File: config.mk
export PLATFORM = sky130hd
export DESIGN_NAME = ped_signal_ctrl
export DESIGN_NICKNAME = d
export VERILOG_FILES = /design/src/rtl/ped_pkg.sv /design/src/rtl/rise_detect.sv /design/src/rtl/ped_signal_ctrl.sv
export SDC_FILE = /design/constraint.sdc
export NUM_CORES = 1
export LEC_CHECK = 0
export CAP_MARGIN = 10
export CORE_MARGIN = 2
export CORE_UTILIZATION = 23
export DETAILED_ROUTE_END_ITERATION = 12
export DONT_BUFFER_PORTS = 1
export PLACE_DENSITY = 0.37
export REMOVE_ABC_BUFFERS = 1
export SLEW_MARGIN = 20
export SYNTH_ARGS = -nofsm -noshare
export SYNTH_HDL_FRONTEND = slang
export SYNTH_SLANG_ARGS = --single-unit
File: constraint.sdc
create_clock -name clk -period 1.62 [get_ports clk]
set_clock_uncertainty 0.1 [all_clocks]
set_input_delay 0.324 -clock clk [delete_from_list [all_inputs] [get_ports clk]]
set_output_delay 0.324 -clock clk [all_outputs]
set_load 0.01 [all_outputs]
File: src/rtl/ped_pkg.sv
// Shared state encoding and default service timing for the pedestrian signal controller.
package ped_pkg;

    typedef enum logic [2:0] {
        S_IDLE  = 3'b000,
        S_WAIT  = 3'b001,
        S_WALK  = 3'b010,
        S_CLEAR = 3'b011,
        S_FAULT = 3'b100
    } ped_state_e;

    localparam int unsigned WALK_TIME_DEF  = 3;
    localparam int unsigned CLEAR_TIME_DEF = 2;

endpackage

File: src/rtl/rise_detect.sv
// Registers a level input and flags the single cycle in which it goes 0 -> 1.
module rise_detect (
    input  logic clk,
    input  logic reset_n,
    input  logic sig,
    output logic rise
);

    logic sig_d;

    always_ff @(posedge clk or negedge reset_n) begin
        if (!reset_n) sig_d <= 1'b0;
        else          sig_d <= sig;
    end

    assign rise = sig & ~sig_d;

endmodule

File: src/rtl/ped_signal_ctrl.sv
// Pedestrian walk/don't-walk sequencer slaved to the vehicle lamps of an upstream traffic light.
module ped_signal_ctrl
    import ped_pkg::*;
#(
    parameter int unsigned WALK_TIME  = WALK_TIME_DEF,
    parameter int unsigned CLEAR_TIME = CLEAR_TIME_DEF
) (
    input  logic       clk,
    input  logic       reset_n,
    input  logic       veh_red,
    input  logic       veh_yellow,
    input  logic       veh_green,
    input  logic       ped_button,
    output logic       walk,
    output logic       dont_walk,
    output logic       flash,
    output logic       req_pending,
    output logic [2:0] countdown,
    output logic       error
);

    // The whole walk + clearance window must sit inside the 6-cycle red phase.
    if (WALK_TIME < 1 || WALK_TIME > 4 || CLEAR_TIME < 1 || CLEAR_TIME > 4 ||
        WALK_TIME + CLEAR_TIME > 5) begin : g_bad_timing
        $error("ped_signal_ctrl: WALK_TIME/CLEAR_TIME out of range");
    end

    localparam logic [2:0] WALK_CNT  = 3'(WALK_TIME);
    localparam logic [2:0] CLEAR_CNT = 3'(CLEAR_TIME);

    ped_state_e state, state_nxt;
    logic [2:0] cnt_nxt;
    logic       flash_nxt, req_nxt;
    logic       red_rise, lamps_ok;

    rise_detect u_red_rise (
        .clk     (clk),
        .reset_n (reset_n),
        .sig     (veh_red),
        .rise    (red_rise)
    );

    assign lamps_ok = $onehot({veh_red, veh_yellow, veh_green});

    always_comb begin
        state_nxt = state;
        cnt_nxt   = 3'd0;
        flash_nxt = 1'b0;
        req_nxt   = req_pending;
        unique case (state)
            S_IDLE: begin
                // A press coinciding with the red onset is served at once, never latched.
                if (ped_button && red_rise) begin
                    state_nxt = S_WALK;
                    cnt_nxt   = WALK_CNT;
                end else if (ped_button) begin
                    state_nxt = S_WAIT;
                    req_nxt   = 1'b1;
                end
            end
            S_WAIT: begin
                if (red_rise) begin
                    state_nxt = S_WALK;
                    cnt_nxt   = WALK_CNT;
                    req_nxt   = 1'b0;
                end
            end
            S_WALK: begin
                req_nxt = req_pending | ped_button;
                if (countdown == 3'd1) begin
                    state_nxt = S_CLEAR;
                    cnt_nxt   = CLEAR_CNT;
                    flash_nxt = 1'b1;
                end else begin
                    cnt_nxt = countdown - 3'd1;
                end
            end
            S_CLEAR: begin
                req_nxt = req_pending | ped_button;
                if (countdown == 3'd1) begin
                    state_nxt = req_nxt ? S_WAIT : S_IDLE;
                end else begin
                    cnt_nxt   = countdown - 3'd1;
                    flash_nxt = ~flash;
                end
            end
            S_FAULT: begin
                flash_nxt = ~flash;
                req_nxt   = 1'b0;
            end
            default: state_nxt = S_FAULT;
        endcase

        // Lamp conflicts, or losing red while pedestrians are released, trump everything.
        if (state != S_FAULT &&
            (!lamps_ok || ((state == S_WALK || state == S_CLEAR) && !veh_red))) begin
            state_nxt = S_FAULT;
            cnt_nxt   = 3'd0;
            flash_nxt = 1'b1;
            req_nxt   = 1'b0;
        end
    end

    always_ff @(posedge clk or negedge reset_n) begin
        if (!reset_n) begin
            state       <= S_IDLE;
            countdown   <= 3'd0;
            flash       <= 1'b0;
            req_pending <= 1'b0;
            error       <= 1'b0;
        end else begin
            state       <= state_nxt;
            countdown   <= cnt_nxt;
            flash       <= flash_nxt;
            req_pending <= req_nxt;
            error       <= (state_nxt == S_FAULT);
        end
    end

    assign walk      = (state == S_WALK);
    assign dont_walk = ~walk;

endmodule

==> metrics.cfg, run 1 <==
[setup_path]
cp_num_buf_inv=1
timing.rr.end=flash
timing.critical_path.cells=nor2_2, nand2_2, inv_1
ff2ff_path_depth=6
slowest_stage=dfrtp_2
cp_max_fo=7
worstPathRequired_ns=1.20
cpPeakStageDelay_ns=0.47
r2r_slack_ns=0.16
cp.arrival_ns=1.10
criticalPathCategory=reg2out
cp-end-kind=output pin
rr_startpoint=countdown[1]
start_kind=flip-flop
cpLargestDelayFamily=flip-flops

[logic_synthesis]
postSynthAreaPerCell_um2=9.086
ys_ff_latch=10
synth_area_leaders=dfrtp_1, a21oi_1, ha_1
syn_area_um2=590.6
syn_inst=65
ys_warn_count=0
synth.distinct_cells=23
netlist.area_leader.share=0.4237
yosysSeqAreaShare=0.4237
yosysTopAreaCell=dfrtp_1

[placed_design]
dpl_cell_area_um2=635.6
dp_hpwl_um=1052
gp_congestion=0.6640
dpl.cell_count=96
port_buffers=0

[cells_and_area]
syn2layout_area_growth_pct=20.13
fin_cells=103
final_area_um2=709.4
fillCellCount=270
layout-drive-gt1-share=0.2055
nNetsFinal=83
num_antenna_cells=0

[timing]
finalHoldViolCount=0
finalSetupTns_ns=0
slew_headroom=0.6765
grt_setup_unrepaired=no
finalCriticalPeriod_ns=1.526
setup_violations=0
drv_slew=0
fin_crit_sh=0.9420
hold_slack_ns=0.05186
tightest_slew_ns=0.4837
fmaxAchievable_ghz=0.6553

[grt]
grt_max_degree=11
first_global_vias=569
grt_remaining_overflow=0
grt_pass1_wl_um=2484
grt_antenna_before_repair=0
grt.total_usage=0.1240

[clock_tree]
htree_levels=1
cts_root_buf=clkbuf_4
clock_path_buffers=2
clkTransAtPathRegs_ns=0.07
cts_num_sinks=10
clock_latency_ns=0.27
tritoncts=built
cts_buffers=3

[detailed_routing]
num_vias=499
drt_pass1_iterations=4
via_per_inst=4.845
drt_iter0_drc=8
drc=0
wl_per_cell_um=13.79
ant_nets=0
wl_um=1420

[worst_hold_path]
hold_path_end=error
hp-start=veh_red
hold_path_class=in2reg
min_path_cells=1

[floorplan]
start_util=0.2406
io_pins=14
die_area_um2=2989
rows=18
coreArea_um2=2455
die_h_um=54.67
die_w_um=54.67

[status]
status=complete, no violations

[power]
leakage_uw=0.0002919
ir_worst_vdd_mv=0.2516
p_per_area_nw_per_um2=779.2
power.total_uw=552.8

[run]
drv_cap=0

-- how the worst max path moves through the flow --
stage                       from     to  depth (start not counted)
global placement         veh_red  flash                          5
CTS                     state[1]   walk                          4
global route        countdown[1]  flash                          6
floorplan                veh_red  flash                          5
detailed placement       veh_red  flash                          5
finish                  state[2]   walk                          3
-- cells in the final DEF (no fill, tap or decap) --
master	count
dfrtp_1	8
a21oi_1	7
inv_1	5
nor2_1	4
nor3_1	4
nand2_1	4
o21ai_0	4
buf_4	4
nand2b_1	3
clkbuf_4	3
nand3_1	2
nor2b_1	2
o221ai_1	2
ha_1	2
dlygate4sd3_1	2
dfrtp_2	2
inv_2	1
nor2_2	1
nand2_2	1
and2b_1	1
nand2b_2	1
nor3b_4	1
a2bb2oi_1	1
o41ai_1	1
o21ai_1	1
o211ai_1	1
mux2i_1	1
o21bai_1	1
a31oi_1	1
fa_1	1
clkbuf_8	1
-- cell type report --
class	instances	area (µm²)	area share
clock buffer	4	36.28	0.05115
inverter	6	22.52	0.03175
multi-input combinational	47	310.3	0.4374
sequential	10	252.7	0.3563
tap	30	37.54	0.05291
timing repair buffer	6	50.05	0.07055
-- sequential cells by signal (all words and copies together), names as in the netlist --
| register | flops |
|---|---|
| error | 1 |
| countdown | 3 |
| flash | 1 |
| u_red_rise.sig_d | 1 |
| req_pending | 1 |
| state | 3 |
-- metrics by stage --
step | setup WS [ns] | utilization
after floorplan | 0.03916 | -
after global placement | -0.07649 | 0.2589
after detailed placement | -0.07150 | 0.2589
after CTS | 0.01102 | 0.2819
after global routing | 0.02100 | 0.2890
final | 0.09393 | 0.2890
-- layer usage --
layer  up-vias  share of wire  GRT usage
met5         -              0          0
met4         0          0.011    0.07500
met3         2          0.061    0.04098
met2        15           0.46     0.1885
met1       239           0.47     0.1500
li1        243              -          -
-- power by group --
part	internal (µW)	switching, µW
clock	137	92.6
sequential	259	13.8
combinational	24.3	26.4
-- logic make-up (layout without fill, tap and decap cells) --
group | count (synthesis) | in the layout | share of synthesized area
AOI/OAI and AO/OA | 19 | 19 | 0.1970
adders and majority gates | 3 | 3 | 0.07627
buffers and inverters | 8 | 16 | 0.06355
DFF | 10 | 10 | 0.4237
muxes | 1 | 1 | 0.01695
and+or+nand+nor | 24 | 24 | 0.2225
-- repair_timing --
action                                  in CTS  in global routing
endpoints found under the setup margin       1                  3
endpoints found under the hold margin       11                  0
pin swaps                                    0                  1
gates resized for setup                      1                  5
setup buffers                                0                  1
hold buffers                                 2                  0
-- cell usage after synthesis --
cell type	instances
dfrtp_1	10
a21oi_1	7
inv_1	6
nand2_1	5
nor2_1	5
nand2b_1	4
nor3_1	4
o21ai_0	4
buf_4	2
ha_1	2
nand3_1	2
nor2b_1	2
o221ai_1	2
a2bb2oi_1	1
a31oi_1	1
and2b_1	1
fa_1	1
mux2i_1	1
nor3b_4	1
o211ai_1	1
o21ai_1	1
o21bai_1	1
o41ai_1	1
No activity file was read; power rests on OpenSTA's default activity.
==> run 2: changes to the inputs <==
--- a/config.mk
+++ b/config.mk
@@ -8,6 +8,7 @@
 export CAP_MARGIN = 10
 export CORE_MARGIN = 2
 export CORE_UTILIZATION = 23
+export CTS_BUF_LIST = sky130_fd_sc_hd__clkbuf_2
 export DETAILED_ROUTE_END_ITERATION = 12
 export DONT_BUFFER_PORTS = 1
 export PLACE_DENSITY = 0.37
==> run 2 against run 1 <==
Global-route usage is 0.23 points lower; die area stayed put; sequential share of layout area grew 0.90 points; combinational power barely moved; first-iteration DRC count down 38%; worst setup slack improved by 0.0019 ns; sequential cell count unchanged; wire length down 0.99%; core utilization fell by 0.71 points; clock-buffer cell count down 1; critical path depth unchanged.
==> metrics.cfg, run 2 (same netlist as run 1, synthesis figures left out) <==
[timing]
finalSetupTns_ns=0  ; unchanged
finalHoldViolCount=0  ; unchanged
setup_ws_ns=0.09581  ; was 0.09393 ns
tightest_slew_ns=0.5004  ; was 0.4837 ns
drv_slew=0  ; unchanged
setup_violations=0  ; unchanged
finalCriticalPeriod_ns=1.524  ; was 1.526 ns
fin_crit_sh=0.9409  ; was 0.9420
hold_slack_ns=0.05660  ; was 0.05186 ns
fmaxAchievable_ghz=0.6561  ; was 0.6553 GHz
slew_headroom=0.6653  ; was 0.6765
grt_setup_unrepaired=no  ; unchanged

[run]
drv_cap=0  ; unchanged

[placed_design]
dp_hpwl_um=1052  ; unchanged
dpl.cell_count=96  ; unchanged
gp_congestion=0.6640  ; unchanged
port_buffers=0  ; unchanged
dpl_worst_slack_ns=-0.07150  ; unchanged

[detailed_routing]
ant_nets=0  ; unchanged
num_vias=503  ; was 499
via_per_inst=4.883  ; was 4.845
wl_per_cell_um=13.65  ; was 13.79 µm
drc=0  ; unchanged
drt_pass1_iterations=4  ; unchanged
drt_iter0_drc=5  ; was 8
wl_um=1406  ; was 1420 µm

[clock_tree]
clock_latency_ns=0.27  ; about the same
tritoncts=built  ; unchanged
clkTransAtPathRegs_ns=0.10  ; was 0.07 ns
htree_levels=1  ; unchanged
clock_path_buffers=2  ; unchanged
cts_buffers=3  ; unchanged
cts_root_buf=clkbuf_2  ; was clkbuf_4
cts_num_sinks=10  ; unchanged

[cells_and_area]
final_cell_mix=dfrtp_1, a21oi_1, inv_1  ; unchanged
seq_area_um2=252.7  ; unchanged
num_antenna_cells=0  ; unchanged
fin_cells=103  ; unchanged
syn2layout_area_growth_pct=17.16  ; was 20.13%
layout-drive-gt1-share=0.1918  ; was 0.2055
mostFrequentLayoutCell=dfrtp_1  ; unchanged
nNetsFinal=83  ; unchanged
fillCellCount=271  ; was 270
multi_input_area_um2=310.3  ; unchanged
largestRegisters=countdown (3), state (3)  ; unchanged

[power]
p_per_area_nw_per_um2=684.0  ; was 779.2 nW/µm²
ir_worst_vdd_mv=0.2089  ; was 0.2516 mV
leakage_uw=0.0002850  ; was 0.0002919 µW
power.total_uw=473.3  ; was 552.8 µW

[grt]
grt.total_usage=0.1217  ; was 0.1240
first_global_vias=565  ; was 569
grt_max_degree=11  ; unchanged
grt_antenna_before_repair=0  ; unchanged
grt_pass1_wl_um=2449  ; was 2484 µm
grt_remaining_overflow=0  ; unchanged

[setup_path]
criticalPathCategory=reg2out  ; unchanged
ff2ff_path_depth=6  ; unchanged
cp-end-kind=output pin  ; unchanged
cp_max_fo=7  ; unchanged
worstPathRequired_ns=1.20  ; about the same
cp.arrival_ns=1.10  ; about the same
start_kind=flip-flop  ; unchanged

[floorplan]
die_area_um2=2989  ; unchanged
die_w_um=54.67  ; unchanged
start_util=0.2406  ; unchanged
coreArea_um2=2455  ; unchanged
rows=18  ; unchanged
io_pins=14  ; unchanged
die_h_um=54.67  ; unchanged

[worst_hold_path]
hold_path_class=in2reg  ; unchanged
min_path_cells=1  ; unchanged

[status]
status=complete, no violations  ; unchanged

## run 2: changes by cell type in the layout (fill, tap and decap cells not counted)
cell	delta
clkbuf_4	-3
clkbuf_8	-1
clkbuf_2	+3
clkinv_1	+1
## run 2: cell type report
class / count / share of cell area
clock inverter: 1 / 0.005425
multi-input combinational: 47 / 0.4485
timing repair buffer: 6 / 0.07233
clock buffer: 3 / 0.02170
sequential: 10 / 0.3653
tap: 30 / 0.05425
inverter: 6 / 0.03255
## run 2: worst paths after layout
check | slack (ns) | start | to
max | 0.1 | state[2] | walk
min reg2reg | 0.51 | state[1] | countdown[0]
max in group asynchronous | 0.70 | reset_n | state[0]
max reg2reg | 0.16 | countdown[1] | flash
min in group asynchronous | 0.35 | reset_n | countdown[2]
min | 0.06 | veh_red | error
## run 2: per-layer routing
metal / part of all wire / wire length, µm / up-vias / global-route usage
met2: 0.45 / 632 / 13 / 0.1825
met4: 0.012 / 17 / 0 / 0.07500
met5: 0 / 0 / - / 0
li1: - / - / 241 / -
met3: 0.058 / 82 / 2 / 0.04098
met1: 0.48 / 674 / 247 / 0.1483
## run 2: repair_timing
item / 4_1_cts / 5_1_grt
hold buffers: 2 / 0
gates resized for setup: 1 / 5
hold endpoints to repair: 11 / 0
setup endpoints to repair: 1 / 3
setup buffers: 0 / 1
pin swaps: 0 / 1
## run 2: power breakdown
part           leakage [µW]  total (µW)  switching (µW)  internal, µW
Combinational      0.000148        50.7            26.4          24.3
Clock             0.0000140         149            95.8          53.6
Sequential         0.000123         273            14.3           259
Total              0.000285         473             136           337
## run 2: worst max-delay path, cell delays in order, from the launching register on
cell	delay (ns)
dfrtp_2	0.48
nor2_2	0.16
nand2_2	0.10
inv_1	0.10
## run 2: metrics by stage
| step | area [µm²] | util |
|---|---|---|
| floorplan | 575.6 | - |
| global placement | 635.6 | 0.2589 |
| detailed placement | 635.6 | 0.2589 |
| finish | 691.9 | 0.2819 |
| CTS | 674.4 | 0.2747 |
| global route | 691.9 | 0.2819 |
==> run 3: changes to the inputs <==
--- a/config.mk
+++ b/config.mk
@@ -7,11 +7,11 @@
 export LEC_CHECK = 0
 export CAP_MARGIN = 10
 export CORE_MARGIN = 2
-export CORE_UTILIZATION = 23
+export CORE_UTILIZATION = 33
 export CTS_BUF_LIST = sky130_fd_sc_hd__clkbuf_2
 export DETAILED_ROUTE_END_ITERATION = 12
 export DONT_BUFFER_PORTS = 1
-export PLACE_DENSITY = 0.37
+export PLACE_DENSITY = 0.48
 export REMOVE_ABC_BUFFERS = 1
 export SLEW_MARGIN = 20
 export SYNTH_ARGS = -nofsm -noshare
==> constraint.sdc (replaced) <==
create_clock -name clk -period 1.6 [get_ports clk]
set_clock_uncertainty 0.1 [all_clocks]
set_input_delay 0.32 -clock clk [delete_from_list [all_inputs] [get_ports clk]]
set_output_delay 0.32 -clock clk [all_outputs]
set_load 0.01 [all_outputs]
==> run 3 against run 2 <==
Combinational power rose by 2%; first-iteration DRC count unchanged; final cell count is 4.9% lower; critical path depth stayed put; die area down 28%; sequential cell count unchanged; core utilization rose by 12 points; cell area did not move; via count shrank 2.2%; hold slack better by 0.010 ns; largest cell class unchanged.
==> metrics.cfg, run 3 (same netlist as run 1, synthesis figures left out) <==
[status]
status=complete, no violations  ; unchanged

[floorplan]
die_w_um=46.31  ; was 54.67 µm
die_area_um2=2144  ; was 2989 µm²
start_util=0.3458  ; was 0.2406
rows=15  ; was 18
die_h_um=46.31  ; was 54.67 µm
io_pins=14  ; unchanged
coreArea_um2=1708  ; was 2455 µm²

[timing]
slew_headroom=0.6763  ; was 0.6653
grt_setup_unrepaired=no  ; unchanged
drv_slew=0  ; unchanged
finalHoldViolCount=0  ; unchanged
fin_crit_sh=0.9341
finalCriticalPeriod_ns=1.495
fmaxAchievable_ghz=0.6691
finalSetupTns_ns=0  ; unchanged
hold_slack_ns=0.06687  ; was 0.05660 ns
setup_violations=0  ; unchanged
tightest_slew_ns=0.4840  ; was 0.5004 ns

[grt]
grt_pass1_wl_um=2014  ; was 2449 µm
grt_antenna_before_repair=0  ; unchanged
grt_use_met3=0.05882  ; was 0.04098
use_met1=0.1836  ; was 0.1483
busiest_layer=met2  ; unchanged
first_global_vias=451  ; was 565
grt_remaining_overflow=0  ; unchanged
grt_use_met2=0.2000  ; was 0.1825
grt_max_degree=11  ; unchanged
grt.total_usage=0.1388  ; was 0.1217

[clock_tree]
cts_buffers=3  ; unchanged
htree_levels=1  ; unchanged
tritoncts=built  ; unchanged
clkTransAtPathRegs_ns=0.09  ; was 0.10 ns
cts_num_sinks=10  ; unchanged
cts_root_buf=clkbuf_2  ; unchanged
clock_latency_ns=0.27  ; about the same
clock_path_buffers=2  ; unchanged

[cells_and_area]
fillCellCount=172  ; was 271
layout-drive-gt1-share=0.1918  ; unchanged
final_cell_mix=dfrtp_1, a21oi_1, inv_1  ; unchanged
largestRegisters=countdown (3), state (3)  ; unchanged
mostFrequentLayoutCell=dfrtp_1  ; unchanged
multi_input_area_um2=317.8  ; was 310.3 µm²
fin_util=0.4051  ; was 0.2819
syn2layout_area_growth_pct=17.16  ; unchanged
seq_area_um2=251.5  ; was 252.7 µm²
nNetsFinal=83  ; unchanged
final_area_um2=691.9  ; unchanged
num_antenna_cells=0  ; unchanged

[placed_design]
gp_congestion=0.7741  ; was 0.6640
dpl_cell_area_um2=629.4  ; was 635.6 µm²
dp_hpwl_um=939.2  ; was 1052 µm
port_buffers=0  ; unchanged

[detailed_routing]
wl_um=1232  ; was 1406 µm
wl_per_cell_um=12.57  ; was 13.65 µm
via_per_inst=5.020  ; was 4.883
drt_iter0_drc=5  ; unchanged
ant_nets=0  ; unchanged
num_vias=492  ; was 503
drt_pass1_iterations=4  ; unchanged
drc=0  ; unchanged

[setup_path]
worstPathRequired_ns=1.18  ; was 1.20 ns
cp.arrival_ns=1.07  ; was 1.10 ns
cp-end-kind=output pin  ; unchanged
criticalPathCategory=reg2out  ; unchanged
cp_max_fo=7  ; unchanged
start_kind=flip-flop  ; unchanged

[power]
ir_worst_vdd_mv=0.4083  ; was 0.2089 mV
p_per_area_nw_per_um2=684.9  ; was 684.0 nW/µm²
power.total_uw=473.9  ; was 473.3 µW
leakage_uw=0.0002840  ; was 0.0002850 µW

[run]
drv_cap=0  ; unchanged

[worst_hold_path]
hold_path_class=in2reg  ; unchanged

[run 3: stage by stage]
stage | worst slack [ns] | std cells
finish | 0.1054 | 98
global route | 0.008833 | 98
CTS | 0.01579 | 98
detailed placement | -0.08051 | 91
global placement | -0.09568 | 91
floorplan | 0.02316 | 63
[run 3: final cells by class]
class | count | share of cell area
well taps | 25 | 0.04521
clock inverters | 1 | 0.005425
multi-input cells | 47 | 0.4593
inverters | 6 | 0.03255
repair buffers | 6 | 0.07233
clock buffers | 3 | 0.02170
flip-flops and latches | 10 | 0.3635
[run 3: critical path, stage by stage (launching register included)]
cell and delay, ns:
dfrtp_2 0.48, nor2_2 0.14, nand2_2 0.11, inv_2 0.09
[run 3: what timing repair did]
item,4_1_cts,5_1_grt
hold buffers,2,0
setup buffers,1,0
gates resized for setup,1,5
endpoints found under the hold margin,11,0
endpoints found under the setup margin,1,3
[run 3: where the power goes]
part           internal [µW]  leakage (µW)  switching (µW)  total [µW]
clock                   54.3     0.0000140            93.4         148
sequential               262      0.000125            12.2         274
combinational           24.6      0.000145            27.2        51.9
[run 3: final timing paths]
kind,startpoint,end,slack (ns),cells after the start
worst min-delay path,veh_red,error,0.07,1
min in group asynchronous,reset_n,countdown[2],0.33,1
worst max register to register,countdown[1],flash,0.19,6
worst min register to register,state[1],error,0.53,2
worst max-delay path,state[2],walk,0.11,3
max in group asynchronous,reset_n,state[2],0.70,1
[run 3: routing by layer]
metal  vias to the layer above  wire (µm)
met3                         5         69
met1                       229        566
met5                         -          0
li1                        245          -
met4                         0         27
met2                        13        568
